### src/rtl/addsub_pipe.sv
// addsub_pipe: segmented-carry pipelined two's-complement adder/subtractor with valid/ready backpressure.
// Optional feature macro ADDSUB_SATURATE_EN clamps overflowing results to the signed limit.
module addsub_pipe #(
  parameter int WIDTH = 8,
  parameter int NSEG  = 2
) (
  input  logic             ck,
  input  logic             rst_n,
  input  logic             in_valid,
  output logic             in_ready,
  input  logic [WIDTH-1:0] a,
  input  logic [WIDTH-1:0] b,
  input  logic [1:0]       op,
  input  logic             cin,
  output logic             out_valid,
  input  logic             out_ready,
  output logic [WIDTH-1:0] sum,
  output logic             cout,
  output logic             ovf
);

  localparam int               SEG_W    = WIDTH / NSEG;
  localparam logic [WIDTH:0]   ONE      = 1;
  localparam logic [WIDTH-1:0] SEG_MASK = WIDTH'((ONE << SEG_W) - ONE);

  if (WIDTH < 2 || NSEG < 1 || (WIDTH % NSEG) != 0) begin : g_bad_params
    $error("addsub_pipe: WIDTH must be >= 2 and a multiple of NSEG");
  end

  logic             en;
  logic             src_vld [NSEG];
  logic [WIDTH-1:0] src_acc [NSEG];
  logic [WIDTH-1:0] src_bop [NSEG];
  logic             src_cry [NSEG];
  logic [WIDTH-1:0] nxt_acc [NSEG];
  logic             nxt_cry [NSEG];

  assign en       = ~out_valid | out_ready;
  assign in_ready = en;

  assign src_vld[0] = in_valid;
  assign src_acc[0] = a;
  assign src_bop[0] = op[0] ? ~b : b;
  assign src_cry[0] = op[1] ? cin : op[0];

  // The acc word holds finished result segments below the current stage and
  // untouched A segments above it, so one register serves as both skew and deskew.
  for (genvar k = 0; k < NSEG; k++) begin : g_stage
    logic [SEG_W:0] seg_sum;

    assign seg_sum = {1'b0, SEG_W'(src_acc[k] >> (k * SEG_W))}
                   + {1'b0, SEG_W'(src_bop[k] >> (k * SEG_W))}
                   + (SEG_W + 1)'(src_cry[k]);

    assign nxt_acc[k] = (src_acc[k] & ~(SEG_MASK << (k * SEG_W)))
                      | (WIDTH'(seg_sum[SEG_W-1:0]) << (k * SEG_W));
    assign nxt_cry[k] = seg_sum[SEG_W];

    if (k < NSEG - 1) begin : g_reg
      logic             vld_q;
      logic [WIDTH-1:0] acc_q;
      logic [WIDTH-1:0] bop_q;
      logic             cry_q;

      always_ff @(posedge ck or negedge rst_n) begin
        if (!rst_n) begin
          vld_q <= 1'b0;
          acc_q <= '0;
          bop_q <= '0;
          cry_q <= 1'b0;
        end else if (en) begin
          vld_q <= src_vld[k];
          acc_q <= nxt_acc[k];
          bop_q <= src_bop[k];
          cry_q <= nxt_cry[k];
        end
      end

      assign src_vld[k+1] = vld_q;
      assign src_acc[k+1] = acc_q;
      assign src_bop[k+1] = bop_q;
      assign src_cry[k+1] = cry_q;
    end
  end

  // The top segment of acc still carries A until the final stage, so its MSB is A's sign.
  logic             a_msb;
  logic             b_msb;
  logic             ovf_d;
  logic [WIDTH-1:0] raw;
  logic [WIDTH-1:0] sum_d;

  assign a_msb = src_acc[NSEG-1][WIDTH-1];
  assign b_msb = src_bop[NSEG-1][WIDTH-1];
  assign raw   = nxt_acc[NSEG-1];
  assign ovf_d = (a_msb == b_msb) & (raw[WIDTH-1] != a_msb);

`ifdef ADDSUB_SATURATE_EN
  assign sum_d = ovf_d ? {a_msb, {(WIDTH-1){~a_msb}}} : raw;
`else
  assign sum_d = raw;
`endif

  always_ff @(posedge ck or negedge rst_n) begin
    if (!rst_n) begin
      out_valid <= 1'b0;
      sum       <= '0;
      cout      <= 1'b0;
      ovf       <= 1'b0;
    end else if (en) begin
      out_valid <= src_vld[NSEG-1];
      sum       <= sum_d;
      cout      <= nxt_cry[NSEG-1];
      ovf       <= ovf_d;
    end
  end

endmodule

### config.mk
export PLATFORM = sky130hd
export DESIGN_NAME = addsub_pipe
export DESIGN_NICKNAME = d
export VERILOG_FILES = /design/src/rtl/addsub_pipe.sv
export SDC_FILE = /design/constraint.sdc
export NUM_CORES = 1
export LEC_CHECK = 0
export ABC_AREA = 1
export ABC_CLOCK_PERIOD_IN_PS = 2050
export CORE_ASPECT_RATIO = 0.8
export CORE_MARGIN = 3
export CORE_UTILIZATION = 47
export DETAILED_ROUTE_END_ITERATION = 7
export HOLD_SLACK_MARGIN = 0.1
export PLACE_DENSITY = 0.83
export SYNTH_ARGS = -nofsm -noshare
export SYNTH_HDL_FRONTEND = slang
export SYNTH_SLANG_ARGS = --single-unit
export TNS_END_PERCENT = 20
### constraint.sdc
create_clock -name ck -period 2.05 [get_ports ck]
set_input_delay 0.41 -clock ck [delete_from_list [all_inputs] [get_ports ck]]
set_output_delay 0.41 -clock ck [all_outputs]
set_load 0.1 [all_outputs]
# After elaboration in Yosys (flattened, before gate mapping)

Cells that the tools add are included.

Word-level logic and storage cells: 22
Input bits: 23
Register bits after elaboration: 29
Output and inout port bits: 12

Equal/unequal tests: 2
Bitwise operators: 6
Multiplexer cells: 2
Add/sub/neg operators: 4

Operators with widths:

| kind                 | number |
|---|---|
| adder 4 x 4 -> 5 bit | 2 |
| adder 5 x 1 -> 5 bit | 2 |
| 2-to-1 mux 8 bit     | 1 |
| NOT 8 bit            | 1 |
| OR 4 x 8 -> 8 bit    | 1 |
| OR 8 x 4 -> 8 bit    | 1 |
| bitwise AND 1 bit    | 1 |
| == test 1 bit        | 1 |
| 2-to-1 mux 1 bit     | 1 |
| != test 1 bit        | 1 |
| NOT 1 bit            | 1 |
| OR 1 bit             | 1 |

# Depth between registers and ports, before layout

Depth in word-level cells: 5
Mapped depth: 8

# Least setup slack after synthesis

No wires, ideal clock.

Path type: register to output
Start: register out_valid
End: output port in_ready
Setup slack: -21 ps
Data arrival time: 1,661 ps
Path buffers: 1
Stages on the path, launching flop included: 5
Cell sequence: dfrtp_1 > inv_1 > nor2_4 > inv_2 > buf_2

Word-level cells in the longest chain between the ends: 2

Ends and longest elaborated chain:

| item                   | line | RTL |
|---|---|---|
| start, declared        | 15   | `output logic out_valid,` |
| start signal, assigned | 111  | `out_valid <= src_vld[NSEG-1];` |
| NOT 1 bit              | 38   | `assign en = ~out_valid \| out_ready;` |
| OR 1 bit               | 38   |  |
| end, declared          | 10   | `output logic in_ready,` |

Every way passes these cells.

# Final worst setup path

Start: input port b[0]
End: register g_stage[0].g_reg.cry_q

Word-level cells in the longest chain between the ends: 4

Ends and longest elaborated chain:

| item                     | line | RTL |
|---|---|---|
| start, declared          | 12   | `input logic [WIDTH-1:0] b,` |
| NOT 8 bit                | 43   | `assign src_bop[0] = op[0] ? ~b : b;` |
| 2-to-1 mux 8 bit (*)     | 43   |  |
| adder 4 x 4 -> 5 bit (*) | 52   | `+ {1'b0, SEG_W'(src_bop[k] >> (k * SEG_W))}` |
| adder 5 x 1 -> 5 bit (*) | 53   | `+ (SEG_W + 1)'(src_cry[k]);` |
| end signal, assigned     | 75   | `cry_q <= nxt_cry[k];` |
| end, declared            | 63   | `logic cry_q;` |

Every way passes the cells marked *; elsewhere a longest branch is shown, timed or not.
A chain may end at the register's enable or synchronous reset.

==> qor.yml <==
vias: 1086
fmax_mhz: 519.7
holdCritPathClass: "primary input to async pin"
row_count: 16
yosys.area.top_type_share_pct: 47.48
post-route-period-util_pct: 93.86
final_cell_area_um2: 1742
max_stage_delay_ps: 420
critical_path_class: "primary input to flop"
die_height_um: 53.36
avgSynthCellArea_um2: 8.668
vias_per_cell: 4.805
antenna_found_initial: 0
grt_max_degree: 28
dp_slack_ps: -480.6
drt_iter0_drc: 55
end_kind: "flop"
hold_viol_final: 0
syn_inst: 152
crit_chain: "clkdlybuf4s50_1 > xor2_1 > fa_2 > fa_2 > nand2_1 > inv_1 > o21ai_1 > a21oi_1"
cts.clk_slew.worst_paths_ps: 140
cp.depth: 8
drc: 0
hold-worst-slack_ps: 448.6
ys_async_sr_fraction_pct: 100.0
leakage_nw: 0.9003
worstMarginPinSlew_ps: 308.6
portBuffers: 34
relSlewSlack_pct: 79.43
fin_ws_ps: 126.0
core-area_um2: 2562
clock_path_buffers: 2
drt_pass1_iterations: 4
fin_tns_setup_ps: 0
synth-seq-area-share_pct: 47.48
crit_family: "adder cells"
cp-startpoint: "b[0]"
clk_root_buffer_cell: "clkbuf_4"
cts_tree: "yes"
grt_pass1_wl_um: 4685
ff2ff_path_depth: 7
drv_cap: 0
syn_nets: 185
area_growth_syn_to_layout_pct: 32.19
syn_area_um2: 1318
yosys.area.top_type: "dfrtp_1"
critPathCapture: "g_stage[0].g_reg.cry_q"
cts.htree.levels: 1
placed_area_um2: 1692
synth_edf_count: 0
routed_wl_um: 2760
min_period_ps: 1924
die_w_um: 65.20
startpoint_type: "primary input"
rr_startpoint: "g_stage[0].g_reg.bop_q[4]"
setup_violations: 0
ant_nets: 0
wl_per_cell_um: 12.21
cts_made_buffers: 3
layout-drive-gt1-share_pct: 13.68
synth_cell_types: 19
arrival_ps: 2130
synth_ff_type: "dfrtp_1"
synth_most_common_cell: "nand2_1"
grt-ovfl-total: 0
clk_latency_ps: 310
rsz0062_at_grt: "no"
critical_path.most_common_cell: "fa_2"
cts-hold-fix-buffers: 0
synth.top_cells.by_area: "dfrtp_1, nand2_1, fa_1"
path_buf_inv: 2
drv_slew: 0
clock-sinks: 25
post-dp-hpwl_um: 2141
n_antenna_cell: 0
start_util_pct: 51.42
vdd_drop_max_uv: 374.0
final_util_pct: 67.97
p_per_area_nw_per_um2: 1178
status: "complete, no violations"
io_pins: 35
crit_path_top_delay_cell: "clkdlybuf4s50_1"
synth_common_cells: "nand2_1, dfrtp_1, inv_1"
routabilityCongestion: 0.8279
ys_seq_elements: 25
ys_warn_count: 0
reg2reg_slack_ps: 400
required_ps: 2260
grt_pass1_vias: 1043
worstReg2RegEnd: "cout"
die_area_um2: 3478
worst_clock_skew_ps: 8.224
grt.total_usage_pct: 17.52
fin_nets: 224
crit_fanout: 2
-- registers in the layout, indices dropped and copies added, names as in the netlist --
signal and flops:
ovf 1, g_stage.g_reg.acc_q 8, g_stage.g_reg.bop_q 4, cout 1, sum 8, g_stage.g_reg.cry_q 1, out_valid 1, g_stage.g_reg.vld_q 1
-- final cells by class --
| class | instances | area, um^2 |
|---|---|---|
| repair buffers | 39 | 367.9 |
| well taps | 36 | 45.04 |
| fillers | 222 | 820.8 |
| flip-flops and latches | 25 | 626.9 |
| multi-input cells | 109 | 626.9 |
| clock buffers | 4 | 26.28 |
| inverters | 13 | 48.80 |
-- cell families after synthesis --
kind of cell | count (synthesis) | share of synthesized area (%)
xor gates and xnor gates | 8 | 5.318
muxes | 1 | 0.8546
buffers and inverters | 18 | 5.602
DFF | 25 | 47.48
adders and majority gates | 10 | 11.78
AOI/OAI and AO/OA | 14 | 5.508
and+or+nand+nor | 76 | 23.46
-- where the power goes --
part | switching (mW) | internal [mW]
sequential | 0.0746 | 0.620
clock | 0.142 | 0.0760
combinational | 0.849 | 0.289
total | 1.07 | 0.985
-- worst min-delay path by stage --
stage | from | end
floorplan | rst_n | cout
global placement | g_stage[0].g_reg.vld_q | out_valid
detailed placement | g_stage[0].g_reg.vld_q | out_valid
CTS | rst_n | sum[6]
global route | rst_n | sum[6]
finish | rst_n | sum[6]
-- through the flow --
stage / total power [mW] / std cells
global placement: 1.804 / 221
global route: 2.169 / 226
floorplan: 1.549 / 152
CTS: 2.055 / 225
detailed placement: 1.843 / 221
finish: 2.051 / 226
-- repair_timing --
action                     4_1_cts  5_1_grt
resized for setup                3        4
pin swaps                        0        4
setup endpoints to repair        2        3
setup buffers                    0        1
cloned                           0        0
-- cells in the final DEF, fill, tap and decap left out, drive strengths merged --
master,synthesis,layout
ha,6,6
o21ai,9,9
nand2,55,55
buf,5,17
mux2,1,1
nor2,10,10
nand3,9,9
clkbuf,0,4
a21oi,4,4
dlymetal6s2s,0,3
inv,13,13
or2,2,2
o31ai,1,1
fa,4,4
xor2,4,4
clkdlybuf4s50,0,19
dfrtp,25,25
xnor2,4,4
-- metal layers --
| metal | global-route usage, % | up-vias | routed length (um) |
|---|---|---|---|
| li1 | - | 548 | - |
| met1 | 23.46 | 504 | 1263 |
| met5 | 0 | - | 0 |
| met4 | 6.207 | 0 | 23 |
| met2 | 28.91 | 30 | 1315 |
| met3 | 2.760 | 4 | 157 |
Note: power is estimated with default switching activity, not from simulation.
